[src/rtl/binary_to_bcd.sv]
// Sequential double-dabble converter: latches a binary value on start and
// produces packed BCD digits 2*IN_WIDTH+1 cycles later, holding the result between runs.

module bcd_add3 (
  input  logic [3:0] din,
  output logic [3:0] dout
);
  // Nibbles reach at most 9 before adjustment, so +3 never leaves 4 bits
  assign dout = (din >= 4'd5) ? din + 4'd3 : din;
endmodule

module binary_to_bcd #(
  parameter int IN_WIDTH = 10,
  parameter int DIGITS   = 4
) (
  input  logic                  clk_1Hz,
  input  logic                  rst,
  input  logic                  start,
  input  logic [IN_WIDTH-1:0]   bin,
  output logic [4*DIGITS-1:0]   bcdout,
  output logic                  busy,
  output logic                  done
);
  localparam int BW = 4*DIGITS;
  localparam int SW = BW + IN_WIDTH;
  localparam int CW = $clog2(IN_WIDTH+1);

  typedef enum logic [1:0] {IDLE, ADD3, SHIFT, DONE} state_t;

  state_t        state, state_n;
  logic [SW-1:0] sr, sr_n;
  logic [CW-1:0] cnt, cnt_n;
  logic [BW-1:0] bcd_n;
  logic          busy_n, done_n;
  logic [BW-1:0] adj;

  for (genvar d = 0; d < DIGITS; d++) begin : g_dig
    bcd_add3 u_add3 (
      .din  (sr[IN_WIDTH+4*d +: 4]),
      .dout (adj[4*d +: 4])
    );
  end

  always_ff @(posedge clk_1Hz or posedge rst) begin
    if (rst) begin
      state  <= IDLE;
      sr     <= '0;
      cnt    <= '0;
      bcdout <= '0;
      busy   <= 1'b0;
      done   <= 1'b0;
    end else begin
      state  <= state_n;
      sr     <= sr_n;
      cnt    <= cnt_n;
      bcdout <= bcd_n;
      busy   <= busy_n;
      done   <= done_n;
    end
  end

  always_comb begin
    state_n = state;
    sr_n    = sr;
    cnt_n   = cnt;
    bcd_n   = bcdout;
    busy_n  = busy;
    done_n  = 1'b0;
    case (state)
      IDLE: begin
        if (start) begin
          sr_n    = {{BW{1'b0}}, bin};
          cnt_n   = CW'(IN_WIDTH);
          busy_n  = 1'b1;
          state_n = ADD3;
        end
      end
      ADD3: begin
        sr_n    = {adj, sr[IN_WIDTH-1:0]};
        state_n = SHIFT;
      end
      SHIFT: begin
        sr_n    = sr << 1;
        cnt_n   = cnt - CW'(1);
        state_n = (cnt == CW'(1)) ? DONE : ADD3;
      end
      DONE: begin
        bcd_n   = sr[SW-1:IN_WIDTH];
        done_n  = 1'b1;
        busy_n  = 1'b0;
        state_n = IDLE;
      end
      default: state_n = IDLE;
    endcase
  end
endmodule

[config.mk]
export PLATFORM = sky130hd
export DESIGN_NAME = binary_to_bcd
export DESIGN_NICKNAME = d
export VERILOG_FILES = /design/src/rtl/binary_to_bcd.sv
export SDC_FILE = /design/constraint.sdc
export NUM_CORES = 1
export LEC_CHECK = 0
export BUFFER_PORTS_ARGS = -buffer_cell sky130_fd_sc_hd__buf_2
export CELL_PAD_IN_SITES_DETAIL_PLACEMENT = 0
export CELL_PAD_IN_SITES_GLOBAL_PLACEMENT = 1
export CORE_MARGIN = 2
export CORE_UTILIZATION = 49
export DETAILED_ROUTE_END_ITERATION = 7
export PLACE_DENSITY_LB_ADDON = 0.12
export RECOVER_POWER = 100
export SLEW_MARGIN = 20
export SYNTH_ARGS = -nofsm -noshare
export SYNTH_HDL_FRONTEND = slang
export SYNTH_SLANG_ARGS = --single-unit
[constraint.sdc]
create_clock -name clk_1Hz -period 4.9 [get_ports clk_1Hz]
set_clock_uncertainty 0.2 [all_clocks]
set_input_delay 0.98 -clock clk_1Hz [delete_from_list [all_inputs] [get_ports clk_1Hz]]
set_output_delay 0.98 -clock clk_1Hz [all_outputs]
set_load 0.02 [all_outputs]
==> summary.md, run 1 <==
| Metric | Value |
|---|---|
| Status | `finished, violations left` |
| Failing checks | `max-capacitance violations, max-slew violations` |
| Chip Height | `about 77 um` |
| 1st-iter DRT viols | `90` |
| Clock net sink count | `50` |
| Overall routing resource usage | `0.1881` |
| Slew @ Worst Pin | `about 2.2 ns` |
| Die area | `5985 sq um` |
| Synth Area per Inst | `10.47 sq um` |
| Final worst slack | `around 1.6 ns` |
| Initial core utilization | `0.5131` |
| Number of distinct library cells after synthesis | `38` |
| Via/cell ratio | `approximately 5.7` |
| Dpl ws | `roughly 2.4 ns` |
| Largest net degree at the start of global routing | `51` |
| Postcts setup bufs | `0` |
| FF+latch count, synth | `50` |
| Final Slew Violations | `71` |
| Ys async rst share | `1.000` |
| Port Buffers | `30` |
| CTS Buf Count | `5` |
| Post-route cell area | `between 2000 and 3000 sq um` |
| Hold Crit Start | `bcdout[14]` |
| Fmax | `slightly above 300 MHz` |
| Global placement routability congestion | `0.7690` |
| CTS clk-pin slew, worst paths | `around 0.090 ns` |
| CTS H-tree lvls | `2` |
| RSZ-0062 raised after global routing | `false` |
| Critical path's top delay family | `simple AND/OR/NAND/NOR gates` |
| FP Rows | `26` |
| HP Class | `register to register` |
| Overall power | `about 1700 uW` |
| Count of final hold-check violations | `0` |
| CP max FO | `19` |
| Antenna viol nets, final | `0` |
| Area Overhead vs Synth | `6.974%` |
| Tcrit/Tclk final | `0.6685` |
| N_diodes | `0` |
| Most frequent cell after synthesis | `dfrtp_1` |
| CP Data Required Time | `~4.8 ns` |
| Maxcap violations | `2` |
| Crit. Startpoint | `state[0]` |
| R2R cell count | `5` |
| VDD IR-drop max | `between 0.2 and 0.25 mV` |
| Hold EP | `bcdout[14]` |
| Floorplan core area | `5140 sq um` |
| Final net count | `roughly 300` |
| Max clock buf depth | `2` |
| CP Capture Type | `register` |
| Vias | `roughly 2000` |
| Number of enable flip-flop cells after synthesis | `0` |
| CP peak stage delay | `around 1.4 ns` |
| Syn nets | `around 280` |
| Fill count | `between 500 and 600` |
| Critical path cell sequence | `inv_1 -> ha_1 -> nor2_1 -> nor3_1 -> a21oi_1` |
| Post-Synthesis Cells | `about 250` |
| Post-CTS resize count | `0` |
| Top cells by area, synth | `dfrtp_1, mux2_2, ha_1` |
| Crit Reg-Reg Startpoint | `state[0]` |
| Synthesized area | `approximately 2600 sq um` |
| Synth cell count leaders | `dfrtp_1, a21oi_1, nor2_1` |
| Detailed Place HPWL | `approximately 3.4 mm` |
| Most used flip-flop cell after synthesis | `dfrtp_1` |
| Layout cells sized above 1 | `0.1449` |
| Yosys Warn Count | `0` |
| Crit path time final | `3.276 ns` |
| Hold Path Stages | `1` |
| Relative slew slack | `-0.4430` |
| Slowest-stage cell, CP | `nor3_1` |
| Setup TNS | `0 ns` |
| Clock root cell | `clkbuf_8` |
| First-pass GRT wire length | `8.838 mm` |
| DR DRC count | `0` |
| Part of the Yosys area used for sequential elements | `0.4744` |
| Final setup fails | `0` |
| Share of the synthesized area in the top cell type | `0.4744` |
| Die X | `between 70 and 80 um` |
| # IOs | `31` |
| Total grt overflow | `0` |
| CP arrival | `~3.2 ns` |
| Buffers & Inverters on Critical Path | `1` |
| Final wirelength | `between 5 and 6 mm` |
| Drt wl/cell | `15.18 um` |
| Worst-skew pair later-pin latency | `~0.31 ns` |
| Number of global-route vias before repair | `between 1500 and 2000` |
| Pwr per Cell Area | `618.6 nW/um^2` |
| Leading area contributor after synthesis | `dfrtp_1` |
| Startpoint Class | `register` |
| Post-DP Area | `~2800 sq um` |
| Core Util, Final | `0.5489` |
| Detailed Routing Iterations Pass 1 | `5` |
| Lkg Pwr | `0.001279 uW` |
| Worst reg2reg setup slack | `around 1.6 ns` |
| CTS tree | `done` |
| CTS hold repair buffers | `0` |
| Critical path class | `register to register` |
| Reg-to-reg critical path endpoint | `sr[1]` |
| Initial antenna violation count | `0` |
[logic make-up after synthesis]
group | count (synthesis) | synth area share
compound gates | 76 | 0.1831
xor+xnor | 2 | 0.006643
buf+inv | 32 | 0.06451
simple gates | 58 | 0.1210
mux | 20 | 0.08396
fa+ha+maj | 14 | 0.06641
flops | 50 | 0.4744
[metrics by stage]
stage | hold WS [ns] | instances
floorplan | 0.2665 | 252
global placement | 0.2850 | 338
detailed placement | 0.2901 | 338
CTS | 0.3097 | 346
global route | 0.3281 | 346
finish | 0.3082 | 346
[where the power goes]
part,leakage [uW],switching [uW],internal [uW]
Sequential,0.000648,111,552
Combinational,0.000583,540,293
Clock,0.0000482,134,114
[metal layers]
layer / up-vias / track usage / part of all wire
li1: 952 / - / -
met1: 949 / 0.2630 / 0.49
met5: - / 0 / 0
met2: 49 / 0.2861 / 0.45
met3: 6 / 0.04767 / 0.046
met4: 0 / 0.06429 / 0.015
[sequential cells by signal (all words and copies together), names as in the netlist]
signal	flops
sr	26
busy	1
cnt	4
state	2
done	1
bcdout	16
[placed cells by master (no fill, tap or decap), types with 2 or more instances in the layout]
cell	count
dfrtp_1	50
a21oi_1	24
nor2_1	23
clkbuf_1	19
o21ai_0	17
mux2_2	17
inv_1	16
a22oi_1	15
ha_1	14
buf_2	12
nand2b_1	9
nand2_1	7
o41ai_1	6
o31ai_1	6
clkbuf_8	6
and3_1	4
a22o_1	3
mux2i_1	3
nor3_1	2
nand3_1	2
xor2_1	2
o2111ai_1	2
nand4_1	2
o211ai_1	2
or4_1	2
nor3b_1	2
[worst max-delay path by stage]
stage,end,depth (start not counted)
after floorplan,bcdout[0],1
after global placement,cnt[2],5
after detailed placement,cnt[2],5
after CTS,sr[1],6
after global routing,sr[1],5
final,sr[1],5
[layout make-up]
class,instances,area (sq um),area share
clock buffers,7,86.33,0.03060
clock inverters,1,5.005,0.001774
inverters,18,68.82,0.02439
multi-input cells,170,1195,0.4235
flip-flops and latches,50,1251,0.4435
well taps,70,87.58,0.03104
repair buffers,30,127.6,0.04523
Power figures use the tool's default switching activity.
==> run 2: changes to the inputs <==
--- a/config.mk
+++ b/config.mk
@@ -9,7 +9,7 @@
 export CELL_PAD_IN_SITES_DETAIL_PLACEMENT = 0
 export CELL_PAD_IN_SITES_GLOBAL_PLACEMENT = 1
 export CORE_MARGIN = 2
-export CORE_UTILIZATION = 49
+export CORE_UTILIZATION = 45
 export DETAILED_ROUTE_END_ITERATION = 7
 export PLACE_DENSITY_LB_ADDON = 0.12
 export RECOVER_POWER = 100
==> constraint.sdc (replaced) <==
create_clock -name clk_1Hz -period 3.3 [get_ports clk_1Hz]
set_clock_uncertainty 0.2 [all_clocks]
set_input_delay 0.66 -clock clk_1Hz [delete_from_list [all_inputs] [get_ports clk_1Hz]]
set_output_delay 0.66 -clock clk_1Hz [all_outputs]
set_load 0.02 [all_outputs]
==> run 2 against run 1 <==
  * The flow now finishes without violations
  * Power grew 50%
  * Die area grew 8.4%
  * Via count grew 1.4%
  * Global-route usage shrank 0.45 points
  * Critical path depth is the same
  * Highest routed layer unchanged
==> summary.md, run 2 (synthesized netlist as in run 1, its figures left out) <==
| Metric | Value |
|---|---|
| Largest net degree at the start of global routing | `28` |
| Crit path time final | `2.386 ns` |
| Post-CTS resize count | `0` |
| Layout cells sized above 1 | `0.1541` |
| CP max FO | `15` |
| 1st-iter DRT viols | `142` |
| Dpl ws | `1.061 ns` |
| Area Overhead vs Synth | `8.396%` |
| Register with the most flip-flops | `sr` |
| Number of global-route vias before repair | `between 1500 and 2000` |
| CTS tree | `done` |
| # IOs | `31` |
| Port Buffers | `30` |
| DR DRC count | `0` |
| Status | `finished clean` |
| Detailed Routing Iterations Pass 1 | `4` |
| CP Data Required Time | `roughly 3.3 ns` |
| Overall routing resource usage | `0.1836` |
| Max clock buf depth | `2` |
| FP Rows | `27` |
| Reg-to-reg critical path endpoint | `sr[14]` |
| Tcrit/Tclk final | `0.7230` |
| Clock net sink count | `50` |
| CTS Buf Count | `5` |
| Final setup fails | `0` |
| Worst reg2reg setup slack | `between 0.9 and 1 ns` |
| Hold EP | `bcdout[15]` |
| CP peak stage delay | `~0.71 ns` |
| Largest registers | `sr: 26 flops, bcdout: 16 flops, cnt: 4 flops` |
| Startpoint Class | `register` |
| Drt wl/cell | `15.30 um` |
| Pwr per Cell Area | `approximately 910 nW/um^2` |
| Initial core utilization | `0.4732` |
| HP Class | `register to register` |
| N_diodes | `0` |
| Total grt overflow | `0` |
| Postcts setup bufs | `0` |
| Die area | `6490 sq um` |
| Chip Height | `80.56 um` |
| CP Capture Type | `register` |
| RSZ-0062 raised after global routing | `false` |
| CP arrival | `approximately 2.4 ns` |
| Critical path's top delay family | `simple AND/OR/NAND/NOR gates` |
| Final worst slack | `0.9141 ns` |
| Flip-flop count of the largest register after layout | `26` |
| Global placement routability congestion | `roughly 0.82` |
| Final net count | `between 300 and 400` |
| Overall power | `2613 uW` |
| CTS clk-pin slew, worst paths | `approximately 0.090 ns` |
| R2R cell count | `5` |
| Die X | `roughly 81 um` |
| CTS H-tree lvls | `2` |
| Detailed Place HPWL | `roughly 3.7 mm` |
| Initial antenna violation count | `0` |
| First-pass GRT wire length | `roughly 9.2 mm` |
| Final wirelength | `between 5 and 6 mm` |
| CTS hold repair buffers | `0` |
| Hold slack | `between 0.3 and 0.4 ns` |
| Crit Reg-Reg Startpoint | `state[0]` |
| Fmax | `approximately 420 MHz` |
| Buffers & Inverters on Critical Path | `1` |
| Count of final hold-check violations | `0` |
| Commonest non-fill, non-tap cell in the layout | `dfrtp_1` |
| Slowest-stage cell, CP | `and2_0` |
| Relative slew slack | `0.2674` |
| Floorplan core area | `roughly 5600 sq um` |
| Maxcap violations | `0` |
| Lkg Pwr | `between 0.001 and 0.0015 uW` |
| Highest-count cells in the layout ignoring fill and taps | `dfrtp_1, a21oi_1, nor2_1` |
| Vias | `around 2000` |
| Worst-skew pair later-pin latency | `0.30 ns` |
| Core Util, Final | `0.5129` |
| Footprint of the multi-input gates | `between 1000 and 1500 sq um` |
| Fill count | `around 540` |
| Setup TNS | `0 ns` |
| Reg area | `1251 sq um` |
| Slew @ Worst Pin | `around 1.1 ns` |
| Critical path class | `register to register` |
| Hold Crit Start | `bcdout[15]` |
| Clock root cell | `clkbuf_8` |
| Hold Path Stages | `1` |
| VDD IR-drop max | `approximately 0.35 mV` |
| Final Slew Violations | `0` |
| Critical path cell sequence | `inv_1 -> ha_1 -> and2_0 -> a21oi_1 -> o31ai_1` |
| Via/cell ratio | `around 5.6` |
| Antenna viol nets, final | `0` |
[run 2: cell types whose count changed in the layout (fill, tap and decap cells not counted), sizes merged]
| cell | delta |
|---|---|
| clkinvlp | -1 |
| clkbuf | +2 |
| inv | +1 |
| buf | +1 |
[run 2: layout make-up]
cell class | instances | area share
clock buffers | 7 | 0.03020
flip-flops and latches | 50 | 0.4376
inverters | 18 | 0.02363
well taps | 72 | 0.03151
multi-input cells | 170 | 0.4254
clock inverters | 1 | 0.001751
repair buffers | 33 | 0.04989
[run 2: how the worst max path moves through the flow]
stage	startpoint	end	slack, ns	cells after the start
6_report	state[0]	sr[14]	0.91	5
5_1_grt	state[1]	sr[14]	0.65	5
4_1_cts	state[1]	sr[16]	1.03	6
3_5_place_dp	state[1]	sr[16]	1.06	6
3_3_place_gp	state[0]	cnt[2]	1.12	6
2_1_floorplan	rst	bcdout[0]	1.24	1
[run 2: worst register-to-register path: stages, from the launching register on]
cell	delay, ns
dfrtp_1	0.39
inv_1	0.10
ha_1	0.52
and2_0	0.71
a21oi_1	0.16
o31ai_1	0.22
[run 2: layer usage]
layer | share of wire | vias to the layer above | global-route usage
li1 | - | 964 | -
met1 | 0.48 | 964 | 0.2606
met2 | 0.47 | 43 | 0.2817
met3 | 0.035 | 12 | 0.03708
met4 | 0.015 | 0 | 0.05763
met5 | 0 | - | 0
[run 2: where the power goes]
group | internal [uW] | switching (uW) | leakage, uW | total [uW]
Clock | 170 | 199 | 0.0000482 | 368
Sequential | 819 | 164 | 0.000648 | 983
Combinational | 448 | 814 | 0.000599 | 1260
[run 2: per-stage QoR]
step,instances,instance area (sq um)
final,351,2859
after global routing,351,2859
after CTS,351,2889
after detailed placement,343,2798
after global placement,343,2798
after floorplan,252,2638
==> run 3: changes to the inputs <==
--- a/config.mk
+++ b/config.mk
@@ -5,11 +5,12 @@
 export SDC_FILE = /design/constraint.sdc
 export NUM_CORES = 1
 export LEC_CHECK = 0
+export ABC_AREA = 1
 export BUFFER_PORTS_ARGS = -buffer_cell sky130_fd_sc_hd__buf_2
 export CELL_PAD_IN_SITES_DETAIL_PLACEMENT = 0
 export CELL_PAD_IN_SITES_GLOBAL_PLACEMENT = 1
 export CORE_MARGIN = 2
-export CORE_UTILIZATION = 45
+export CORE_UTILIZATION = 39
 export DETAILED_ROUTE_END_ITERATION = 7
 export PLACE_DENSITY_LB_ADDON = 0.12
 export RECOVER_POWER = 100
==> constraint.sdc (replaced) <==
create_clock -name clk_1Hz -period 2 [get_ports clk_1Hz]
set_clock_uncertainty 0.2 [all_clocks]
set_input_delay 0.4 -clock clk_1Hz [delete_from_list [all_inputs] [get_ports clk_1Hz]]
set_output_delay 0.4 -clock clk_1Hz [all_outputs]
set_load 0.02 [all_outputs]
==> run 3 against run 2 <==
  * Count of clock-buffer cells in the layout fell by 1
  * Critical path depth rose by 4
  * Die area rose by 18%
  * Cell count increased by 27%
  * Power increased by 80%
  * Core utilization is 6.8 points lower
  * Via count rose by 6.2%
  * Critical path type unchanged
  * Critical endpoint is now sr[8]
  * Highest routed layer unchanged
==> summary.md, run 3 <==
| Metric | Value |
|---|---|
| Status | `finished clean` |
| Die area | `7642 sq um` |
| Metal1 wirelength | `2.883 mm` |
| Leading area contributor after synthesis | `dfrtp_1` |
| Commonest non-fill, non-tap cell in the layout | `nand2_1` |
| Port Buffers | `30` |
| Clock root cell | `clkbuf_8` |
| Flip-flop count of the largest register after layout | `26` |
| Max Used Layer | `met4` |
| Critical path's top delay family | `buffers and inverters` |
| CP max FO | `20` |
| Met3 WL | `about 130 um` |
| Final worst slack | `~0.18 ns` |
| CTS Buf Count | `5` |
| Number of distinct library cells after synthesis | `26` |
| Xor/xnor share of the synthesized area | `0` |
| Largest net degree at the start of global routing | `just over 50` |
| Part of the Yosys area used for sequential elements | `0.4610` |
| DR DRC count | `0` |
| Hold Crit Start | `bin[0]` |
| Vias | `roughly 2100` |
| Area Overhead vs Synth | `10.74%` |
| Combinational Power Share | `0.482` |
| CTS H-tree lvls | `2` |
| Maxcap violations | `0` |
| Worst-skew pair later-pin latency | `roughly 0.30 ns` |
| N_diodes | `0` |
| CTS tree | `done` |
| Crit Reg-Reg Startpoint | `state[0]` |
| Buffers & Inverters on Critical Path | `3` |
| Antenna viol nets, final | `0` |
| Net switching power | `2089 uW` |
| CP arrival | `1.81 ns` |
| Crit path time final | `between 1.5 and 2 ns` |
| Floorplan core area | `a little under 7000 sq um` |
| Hold slack | `between 0.1 and 0.15 ns` |
| Compound-Gate Fraction of Synth Area | `0.1438` |
| Top cells by area, synth | `dfrtp_1, nand2_1, ha_1` |
| Hold Path Stages | `3` |
| Global placement routability congestion | `around 0.75` |
| Final net count | `392` |
| RSZ-0062 raised after global routing | `false` |
| Share of the synthesized area in the top cell type | `0.4610` |
| Core Util, Final | `0.4448` |
| Number of enable flip-flop cells after synthesis | `0` |
| Highest-count cells in the layout ignoring fill and taps | `nand2_1, dfrtp_1, inv_1` |
| Int Pwr | `between 2000 and 3000 uW` |
| Relative slew slack | `0.5408` |
| Post-synthesis simple-gate area fraction | `0.2291` |
| # IOs | `31` |
| Most used flip-flop cell after synthesis | `dfrtp_1` |
| FP Rows | `30` |
| Mux share of post-synthesis cell area | `0` |
| Tcrit/Tclk final | `0.9098` |
| Critical path cell sequence | `inv_1 -> ha_1 -> inv_1 -> nand2_2 -> nand2_4 -> nor2_4 -> buf_12 -> nand2_1 -> o21ai_0` |
| Crit path top cell by count | `inv_1` |
| Yosys Warn Count | `0` |
| Overall routing resource usage | `0.1596` |
| HP Class | `primary input to register` |
| Detailed Routing Iterations Pass 1 | `4` |
| First-pass GRT wire length | `around 9.5 mm` |
| Syn nets | `360` |
| Hold EP | `sr[0]` |
| Synth cell count leaders | `nand2_1, dfrtp_1, inv_1` |
| Critical path class | `register to register` |
| Layout cells sized above 1 | `0.1038` |
| Clock net sink count | `50` |
| CP Capture Type | `register` |
| Final wirelength | `5.471 mm` |
| Startpoint Class | `register` |
| Drt wl/cell | `approximately 12 um` |
| FF+latch count, synth | `50` |
| Synth Area per Inst | `roughly 8.1 sq um` |
| Register with the most flip-flops | `sr` |
| VDD IR-drop max | `0.4708 mV` |
| Sequential fraction of design power | `0.333` |
| Slew @ Worst Pin | `0.6888 ns` |
| Adder-cell share of the synthesized area | `0.06455` |
| Fmax | `around 550 MHz` |
| 1st-iter DRT viols | `98` |
| Met2 routed WL | `around 2.4 mm` |
| Final setup fails | `0` |
| Detailed Place HPWL | `3.824 mm` |
| Ys async rst share | `1.000` |
| Most frequent cell after synthesis | `nand2_1` |
| Pwr per Cell Area | `1566 nW/um^2` |
| Reg-to-reg critical path endpoint | `sr[8]` |
| Sw Ratio | `0.4439` |
| Number of global-route vias before repair | `approximately 2100` |
| Initial core utilization | `0.4017` |
| Finished Layout Cells | `446` |
| Worst reg2reg setup slack | `approximately 0.18 ns` |
| Via/cell ratio | `4.720` |
| Setup TNS | `0 ns` |
| Initial antenna violation count | `0` |
| CP Data Required Time | `just under 2 ns` |
| CP peak stage delay | `0.40 ns` |
| Largest registers | `sr: 26 flops, bcdout: 16 flops, cnt: 4 flops` |
| Final Slew Violations | `0` |
| Dpl ws | `between 0.2 and 0.25 ns` |
| Slowest-stage cell, CP | `dfrtp_1` |
| Clock Power Share | `0.186` |
| Combinational family with the most area after synthesis | `simple AND/OR/NAND/NOR gates` |
| R2R cell count | `9` |
| Total grt overflow | `0` |
| Count of final hold-check violations | `0` |
| Synthesized area | `about 2700 sq um` |
| Max clock buf depth | `2` |
| Chip Height | `87.42 um` |
| CTS clk-pin slew, worst paths | `around 0.090 ns` |
| Placed Cells | `between 400 and 500` |
| Die X | `between 80 and 90 um` |
| Post-Synthesis Cells | `333` |
| Lkg Pwr | `0.001548 uW` |
==> run 3: cell type report <==
type                       count  area, sq um
fill                         723         3751
tap                           80        100.1
sequential                    50         1251
clock inverter                 2        60.06
inverter                      47        176.4
timing repair buffer          38        191.4
multi-input combinational    223         1144
clock buffer                   6        82.58
==> run 3: repair_timing <==
action / 4_1_cts / 5_1_grt
buffers inserted: 0 / 0
resized for setup: 0 / 0
hold endpoints to repair: 50 / 0
hold buffers: 1 / 0
==> run 3: worst register-to-register path, delay by kind of cell (launching register included) <==
family | cells | cell delay, ns
AND/OR/NAND/NOR | 4 | 0.32
AO/OA/AOI/OAI | 1 | 0.08
flip-flops | 1 | 0.40
buffers and inverters | 3 | 0.46
adder cells (fa/ha/maj) | 1 | 0.25
==> run 3: metal layers <==
metal | global-route usage | vias to the layer above
li1 | - | 1110
met3 | 0.03128 | 4
met5 | 0 | -
met4 | 0.05455 | 0
met1 | 0.2220 | 967
met2 | 0.2479 | 24
==> run 3: power by group through the flow <==
| stage | sequential, uW | combinational (uW) | clock [uW] |
|---|---|---|---|
| after floorplan | 1630 | 1870 | 0 |
| after global placement | 1570 | 2490 | 0 |
| after detailed placement | 1580 | 2500 | 0 |
| after CTS | 1560 | 2510 | 913 |
| after global routing | 1610 | 2610 | 941 |
| final | 1570 | 2270 | 873 |
==> run 3: cells by family (layout without fill, tap and decap cells) <==
| family | after synthesis | after routing |
|---|---|---|
| AO/OA/AOI/OAI | 62 | 62 |
| adder cells (fa/ha/maj) | 14 | 14 |
| buffers and inverters | 60 | 93 |
| flip-flops | 50 | 50 |
| AND/OR/NAND/NOR | 147 | 147 |
==> run 3: per-stage QoR <==
stage / total power [uW] / cell area [sq um]
floorplan: 3506 / 2714
global placement: 4063 / 2943
detailed placement: 4079 / 2943
CTS: 4986 / 3095
global route: 5169 / 3005
finish: 4706 / 3005
==> run 3: worst max-delay path by stage <==
stage             start        end  cells past startpoint
2_1_floorplan       rst  bcdout[0]                      1
3_3_place_gp   state[1]     sr[11]                      7
3_5_place_dp   state[1]     sr[22]                      7
4_1_cts        state[1]     sr[22]                      7
5_1_grt        state[0]      sr[8]                      9
6_report       state[0]      sr[8]                      9
